File: config.mk
export PLATFORM = sky130hd
export DESIGN_NAME = fifo_packet_reader
export DESIGN_NICKNAME = d
export VERILOG_FILES = /design/src/rtl/fifo_pkg.sv /design/src/rtl/fifo_skid_buffer.sv /design/src/rtl/fifo_packet_reader.sv
export SDC_FILE = /design/constraint.sdc
export NUM_CORES = 1
export LEC_CHECK = 0
export CORE_ASPECT_RATIO = 2
export CORE_UTILIZATION = 46
export CTS_CLUSTER_DIAMETER = 200
export DETAILED_ROUTE_END_ITERATION = 10
export PLACE_DENSITY = 0.76
export SKIP_CTS_REPAIR_TIMING = 1
export SLEW_MARGIN = 10
export SYNTH_ARGS = -nofsm -noshare
export SYNTH_HDL_FRONTEND = slang
export SYNTH_SLANG_ARGS = --single-unit
File: constraint.sdc
create_clock -name clk -period 1.6 [get_ports clk]
set_input_delay 0.4 -clock clk [delete_from_list [all_inputs] [get_ports clk]]
set_output_delay 0.4 -clock clk [all_outputs]
set_load 0.02 [all_outputs]
File: src/rtl/fifo_pkg.sv
// -----------------------------------------------------------------------------
// fifo_pkg
// Shared types and defaults for the FIFO read-side packet reader.
//   fpr_state_t  : reader FSM state (IDLE, RUN, FINISH)
//   FPR_DATASIZE : default FIFO word width
// -----------------------------------------------------------------------------
package fifo_pkg;

    typedef enum logic [1:0] {
        IDLE   = 2'd0,
        RUN    = 2'd1,
        FINISH = 2'd2
    } fpr_state_t;

    localparam int FPR_DATASIZE = 8;

endpackage

File: src/rtl/fifo_skid_buffer.sv
// -----------------------------------------------------------------------------
// fifo_skid_buffer
// Two-entry registered buffer. The output always shows the oldest entry.
// A push and a pop in the same cycle leave the occupancy unchanged.
// A push into a full buffer is accepted only together with a pop.
// Ports:
//   clk, rst   clock, asynchronous active-high reset
//   i_push     write i_data
//   i_data     entry to store
//   i_pop      remove the oldest entry (ignored when empty)
//   o_data     oldest entry
//   o_occ      number of stored entries, 0..2
// -----------------------------------------------------------------------------
module fifo_skid_buffer #(
    parameter int WIDTH = 9
) (
    input  logic             clk,
    input  logic             rst,
    input  logic             i_push,
    input  logic [WIDTH-1:0] i_data,
    input  logic             i_pop,
    output logic [WIDTH-1:0] o_data,
    output logic [1:0]       o_occ
);

    logic [WIDTH-1:0] r_entry0;
    logic [WIDTH-1:0] r_entry1;
    logic [1:0]       r_occ;

    logic [WIDTH-1:0] w_entry0_next;
    logic [WIDTH-1:0] w_entry1_next;
    logic [1:0]       w_occ_next;
    logic             w_pop;

    assign w_pop = i_pop & (r_occ != 2'd0);

    always_comb begin
        w_entry0_next = r_entry0;
        w_entry1_next = r_entry1;
        w_occ_next    = r_occ;
        case (r_occ)
            2'd0: begin
                if (i_push) begin
                    w_entry0_next = i_data;
                    w_occ_next    = 2'd1;
                end
            end
            2'd1: begin
                if (i_push && w_pop) begin
                    w_entry0_next = i_data;
                end else if (i_push) begin
                    w_entry1_next = i_data;
                    w_occ_next    = 2'd2;
                end else if (w_pop) begin
                    w_occ_next    = 2'd0;
                end
            end
            2'd2: begin
                if (w_pop) begin
                    // Second entry moves to the head; a simultaneous push refills the tail.
                    w_entry0_next = r_entry1;
                    if (i_push) begin
                        w_entry1_next = i_data;
                    end else begin
                        w_occ_next    = 2'd1;
                    end
                end
            end
            default: begin
                w_occ_next = 2'd0;
            end
        endcase
    end

    always_ff @(posedge clk or posedge rst) begin
        if (rst) begin
            r_entry0 <= '0;
            r_entry1 <= '0;
            r_occ    <= 2'd0;
        end else begin
            r_entry0 <= w_entry0_next;
            r_entry1 <= w_entry1_next;
            r_occ    <= w_occ_next;
        end
    end

    assign o_data = r_entry0;
    assign o_occ  = r_occ;

endmodule

File: src/rtl/fifo_packet_reader.sv
// -----------------------------------------------------------------------------
// fifo_packet_reader
// Pops words from a show-ahead FIFO read port and presents them as a
// valid/ready stream at up to one word per cycle. Every PKT_LEN-th word is
// tagged with m_last. Dropping enable lets the open packet complete before
// returning to IDLE.
// Ports:
//   clk, rst      clock, asynchronous active-high reset
//   enable        run request; 1->0 stops at the next packet boundary
//   fifo_empty    FIFO empty flag
//   fifo_rdata    FIFO head word
//   fifo_r_en     FIFO pop (combinational)
//   m_valid/m_ready/m_data/m_last  output stream
//   pkt_count     completed packets (wraps)
//   busy          FSM active or words still buffered
// -----------------------------------------------------------------------------
module fifo_packet_reader
    import fifo_pkg::*;
#(
    parameter int DATASIZE = FPR_DATASIZE,
    parameter int PKT_LEN  = 4,
    parameter int CNT_W    = 16
) (
    input  logic                clk,
    input  logic                rst,
    input  logic                enable,
    input  logic                fifo_empty,
    input  logic [DATASIZE-1:0] fifo_rdata,
    output logic                fifo_r_en,
    output logic                m_valid,
    input  logic                m_ready,
    output logic [DATASIZE-1:0] m_data,
    output logic                m_last,
    output logic [CNT_W-1:0]    pkt_count,
    output logic                busy
);

    localparam int                IDX_W    = (PKT_LEN > 1) ? $clog2(PKT_LEN) : 1;
    localparam logic [IDX_W-1:0]  LAST_IDX = IDX_W'(PKT_LEN - 1);

    fpr_state_t         r_state;
    fpr_state_t         w_state_next;
    logic [IDX_W-1:0]   r_word_idx;
    logic [CNT_W-1:0]   r_pkt_count;

    logic               w_fetch_ok;
    logic               w_pop_fifo;
    logic               w_word_last;
    logic               w_valid;
    logic               w_xfer;
    logic [1:0]         w_occ;
    logic [DATASIZE:0]  w_buf_out;

    // In FINISH, fetching continues only to complete a partially read packet.
    assign w_fetch_ok  = (r_state == RUN) | ((r_state == FINISH) & (r_word_idx != '0));
    // rst gates the pop so the FIFO never loses a word the buffer cannot keep.
    assign w_pop_fifo  = w_fetch_ok & ~fifo_empty & (w_occ < 2'd2) & ~rst;
    assign w_word_last = (r_word_idx == LAST_IDX);
    assign w_valid     = (w_occ != 2'd0);
    assign w_xfer      = w_valid & m_ready;

    fifo_skid_buffer #(
        .WIDTH (DATASIZE + 1)
    ) u_skid (
        .clk    (clk),
        .rst    (rst),
        .i_push (w_pop_fifo),
        .i_data ({w_word_last, fifo_rdata}),
        .i_pop  (w_xfer),
        .o_data (w_buf_out),
        .o_occ  (w_occ)
    );

    always_comb begin
        w_state_next = r_state;
        case (r_state)
            IDLE: begin
                if (enable) w_state_next = RUN;
            end
            RUN: begin
                if (!enable) w_state_next = FINISH;
            end
            FINISH: begin
                if (enable) begin
                    w_state_next = RUN;
                end else if ((r_word_idx == '0) && (w_occ == 2'd0)) begin
                    w_state_next = IDLE;
                end
            end
            default: begin
                w_state_next = IDLE;
            end
        endcase
    end

    always_ff @(posedge clk or posedge rst) begin
        if (rst) begin
            r_state     <= IDLE;
            r_word_idx  <= '0;
            r_pkt_count <= '0;
        end else begin
            r_state <= w_state_next;
            if (w_pop_fifo) begin
                r_word_idx <= w_word_last ? '0 : r_word_idx + 1'b1;
            end
            if (w_xfer && w_buf_out[DATASIZE]) begin
                r_pkt_count <= r_pkt_count + 1'b1;
            end
        end
    end

    assign fifo_r_en = w_pop_fifo;
    assign m_valid   = w_valid;
    assign m_data    = w_buf_out[DATASIZE-1:0];
    assign m_last    = w_buf_out[DATASIZE] & w_valid;
    assign pkt_count = r_pkt_count;
    assign busy      = (r_state != IDLE) | w_valid;

endmodule

# [Word level (Yosys, flattened, before mapping)]
# Cells that the tools add are included.
[op_classes] addsub=2 magnitude_cmp=1 n_eq_ne=14 muxes=21 n_bitwise=11 reduce_logical=15
[ops] operator="$mux 9" n=6
[ops] operator="$pmux 9 s3" n=1
[ops] operator="$mux 2" n=11
[ops] operator="$pmux 9 s2" n=1
[ops] operator="$add 16x1->16 const B" n=1
[ops] operator="$pmux 2 s3" n=2
[ops] operator="$ne 2x2->1 const B" n=4
[ops] operator="$reduce_bool 2->1" n=4
[ops] operator="$and 1x1->1" n=7
[ops] operator="$eq 2x2->1 const B" n=3
[ops] operator="$logic_not 2->1" n=3
[ops] operator="$ne 2x1->1 const B" n=3
[ops] operator="$reduce_and 3->1" n=2
[ops] operator="$reduce_and 5->1" n=1
[ops] operator="$eq 2x1->1 const B" n=2
[ops] operator="$reduce_and 4->1" n=1
[ops] operator="$logic_and 1x1->1" n=3
[ops] operator="$ne 3x1->1 const B" n=1
[ops] operator="$ne 3x2->1 const B" n=1
[ops] operator="$reduce_bool 3->1" n=1
[ops] operator="$add 2x1->2 const B" n=1
[ops] operator="$lt 2x2->1 const B" n=1
[ops] operator="$not 1->1" n=2
[ops] operator="$or 1x1->1" n=2
[word_totals] reg_bits=40 inputBits=13 out_inout_bits=28 word_cells=70

# [Depth between registers and ports, before layout]
[depth] word_depth=9 depth_mapped=7 ltp_nobuf=6

# [By module]
# Synthesis repeated with hierarchy kept, for this count alone.
[hier_totals] cells_unflattened=149 hier_area_um2=1948.1
[by_module_without_submodules] module="fifo_packet_reader" instances=1 cells_each=87 area_per_inst_um2=977.2 seq_area_each_um2=500.5
[by_module_without_submodules] module="fifo_skid_buffer" instances=1 cells_each=62 area_per_inst_um2=970.9 seq_area_each_um2=500.5

# [Worst setup path after synthesis]
# Ideal clock, no wire load.
[synth_path] path_kind="reg2out" start="register u_skid.r_occ[1], in the netlist u_skid.o_occ[1]" end="output port busy" t_arrival_ps=1299 t_required_ps=1200 setup_slack_ps=-99 stages_incl_launch_ff=5 path_buffers=1 path_cell_list="dfrtp_1 buf_6 nor2_1 inv_1 or3_2"
[synth_between] elab_chain_cells=2
[synth_rtl] element="start, declared" line_no="fifo_skid_buffer.sv:28" rtl="logic [1:0] r_occ;"
[synth_rtl] element="start signal, assigned" line_no="fifo_skid_buffer.sv:83" rtl="r_occ <= w_occ_next;"
[synth_rtl] element="$reduce_bool 2->1" line_no="fifo_packet_reader.sv:59" rtl="assign w_valid = (w_occ != 2'd0);"
[synth_rtl] element="named net m_valid" line_no="fifo_packet_reader.sv:30" rtl="output logic m_valid,"
[synth_rtl] element="$or 1x1->1" line_no="fifo_packet_reader.sv:117" rtl="assign busy = (r_state != IDLE) | w_valid;"
[synth_rtl] element="end, declared" line_no="fifo_packet_reader.sv:35" rtl="output logic busy"
# The timed path passes the listed nets, and every way through them passes these cells.

# [Worst setup path after layout]
[layout_path] start="register u_skid.r_occ[1], in the netlist u_skid.o_occ[1]" end="output port busy"
[layout_between] elab_chain_cells=2
[layout_rtl] element="$reduce_bool 2->1" line_no="fifo_packet_reader.sv:59"
[layout_rtl] element="$or 1x1->1" line_no="fifo_packet_reader.sv:117"
# No other way between the ends.

==> flow_summary.yaml <==
timing:
  max_freq_mhz: 551
  finClkSkew_ns: 0.00494
  hold_viol_final: 0
  layout_setup_ws_ns: -0.216
  min_period_over_period_pct: 113
  slew_violations: 0
  period_needed_ns: 1.82
  worst_pin_slew_ns: 0.249
  hold-worst-slack_ns: 0.408
  max_slew_margin_pct: 83.3
  finalSetupViolCount: 22
  rsz0062_at_grt: "true"
setup_path:
  cp_num_buf_inv: 2
  max_stage_delay_ns: 0.42
  crit_fanout: 3
  required_ns: 1.20
  arrival_ns: 1.42
  critPathKind: "reg2out"
  r2r_slack_ns: -0.16
  crit_chain: "nor2_2 > inv_2 > or3_4 > buf_6"
  cp_slowest_cell: "dfrtp_1"
  worstSetupStartpointType: "flop"
  cp_top_family: "simple AND/OR/NAND/NOR gates"
  crit_path_end_kind: "output pin"
placed_design:
  dpl_cell_area_mm2: 0.00258
  pre_cts_slack_ns: -0.616
  portBuffers: 40
  dp_hpwl_mm: 2.98
  routabilityCongestion: 0.751
grt:
  grt_max_degree: 39
  grt_pass1_wl_mm: 6.69
  grt_usage_pct: 19.0
  grt_overflow: 0
  grt_pass1_vias: 1517
  antenna_found_initial: 0
job:
  drv_cap: 0
routing:
  viasPerCell: 5.14
  routed-via-count: 1404
  wl_met3_um: 139
  routed_wl_mm: 4.24
  maxUsedRoutingLayer: "met4"
  detail_route.first_pass.iterations: 3
  drt_iter0_drc: 15
  dr_wl_met2_mm: 2.47
  post-route-drc-count: 0
  routedWlPerCell_um: 15.5
  drt-met1-wl_mm: 1.55
  detail-route-antenna-nets: 0
pwr:
  leakagePower_nw: 1.66
  peakVddDrop_mv: 0.858
  p_per_area_mw_per_mm2: 1210
clocking:
  root_buffer: "clkbuf_8"
  cts_tree: "built"
  clock_path_buffers: 2
  htree_levels: 2
  clk_latency_ns: 0.29
  clk_pin_slew_ns: 0.07
  cts_made_buffers: 5
  cts_sinks: 40
worst_hold_path:
  hp-class: "in2async"
finish:
  areaGrowthSynthToFinish_pct: 42.5
  fin_area_mm2: 0.00285
  drive_gt1_share_pct: 36.2
  n_antenna_cell: 0
  fin_util_pct: 69.1
  nNetsFinal: 237
floorplan:
  ios: 41
  die_h_um: 95.3
  initial_core_util_pct: 48.5
  die-area_mm2: 0.00464
  die_w_um: 48.6
  coreArea_mm2: 0.00413
  row_count: 33
synth:
  ys_ff_latch: 40
  avgSynthCellArea_um2: 12.7
  synth_edf_count: 0
  synth_top_area_cell: "dfrtp_1"
  seq_area_frac_synth_pct: 50.0
  ys_async_sr_fraction_pct: 100
  synth_nets: 174
  synth_flop_cell: "dfrtp_1"
  synth.top_cell.area_share_pct: 50.0
  yosysMostFrequentCell: "dfrtp_1"
  synth_warnings: 0
  synth_cell_types: 40
  synthTopCellsByArea: "dfrtp_1 50%, mux2_2 10%, mux2_4 6.8%, xnor2_1 4.4%, buf_4 3.0%"
  synthTopCellsByCount: "40 x dfrtp_1, 18 x mux2_2, 10 x xnor2_1"
  netlist_instances: 158
  synth_area_mm2: 0.00200
outcome:
  violations: "setup timing"
  status: "finished, violations left"
## sequential cells by signal, indices dropped and copies added, names as in the netlist
| name | flops |
|---|---|
| pkt_count | 16 |
| r_state | 2 |
| r_word_idx | 2 |
| u_skid.o_data | 9 |
| u_skid.o_occ | 2 |
| u_skid.r_entry1 | 9 |
## final timing paths
check | cells past startpoint | endpoint | startpoint
min reg2reg | 1 | pkt_count[15] | pkt_count[15]
max in group asynchronous | 3 | u_skid.o_data[5] | rst
max | 4 | busy | u_skid.o_occ[1]
min in group clk | 2 | u_skid.o_occ[1] | m_ready
max reg2reg | 8 | u_skid.o_data[5] | r_word_idx[1]
min | 2 | r_state[0] | rst
## layout make-up
cell class / instances / area [um^2]
multi-input combinational: 102 / 972
inverter: 5 / 18.8
clock inverter: 2 / 12.5
timing repair buffer: 67 / 714
clock buffer: 5 / 68.8
fill: 317 / 1280
sequential: 40 / 1000
tap: 52 / 65.1
## worst reg2reg max path: stages (launching register included)
cell and delay [ns]:
dfrtp_1 0.37, inv_2 0.06, ha_4 0.16, nor3b_4 0.17
buf_4 0.14, nor3_2 0.04, a21oi_4 0.20, clkbuf_16 0.19
mux2_4 0.29
## cells in the final DEF, fill, tap and decap left out, types with 3 or more instances in the layout
cell / netlist / routed
dfrtp_1: 40 / 40
dlymetal6s2s_1: 0 / 26
buf_4: 8 / 24
mux2_4: 9 / 18
clkdlybuf4s50_1: 0 / 11
xnor2_1: 10 / 10
mux2_2: 18 / 9
nand2_1: 7 / 7
nor2_1: 7 / 6
xor2_1: 5 / 5
clkbuf_8: 0 / 5
nand3_1: 4 / 4
nand2b_1: 3 / 3
o21ai_0: 3 / 3
a21oi_1: 3 / 3
inv_2: 0 / 3
nand4_1: 3 / 3
buf_6: 2 / 3
## kinds of logic after synthesis
kind of cell	after synthesis	share of synthesized area, %
simple gates	43	13.8
fa+ha+maj	3	1.88
flops	40	50.0
compound gates	12	4.50
xor+xnor	15	6.56
mux	29	17.9
buf+inv	16	5.31
## per-layer routing
metal	track usage (%)	vias up
li1	-	656
met1	19.1	707
met2	37.6	33
met3	3.19	8
met4	7.60	0
met5	0	-
## through the flow
step / power, mW / cells / TNS (ns)
after floorplan: 2.20 / 158 / -0.0729
after global routing: 3.64 / 273 / -3.36
after global placement: 2.59 / 261 / -10.92
after CTS: 3.30 / 268 / -7.17
after detailed placement: 2.65 / 261 / -11.37
final: 3.45 / 273 / -2.26
## where the power goes
group	internal (mW)	switching (mW)	leakage [nW]
Combinational	0.812	0.566	1.10
Sequential	1.26	0.175	0.518
Clock	0.295	0.344	0.0400
Power figures use the tool's default switching activity.
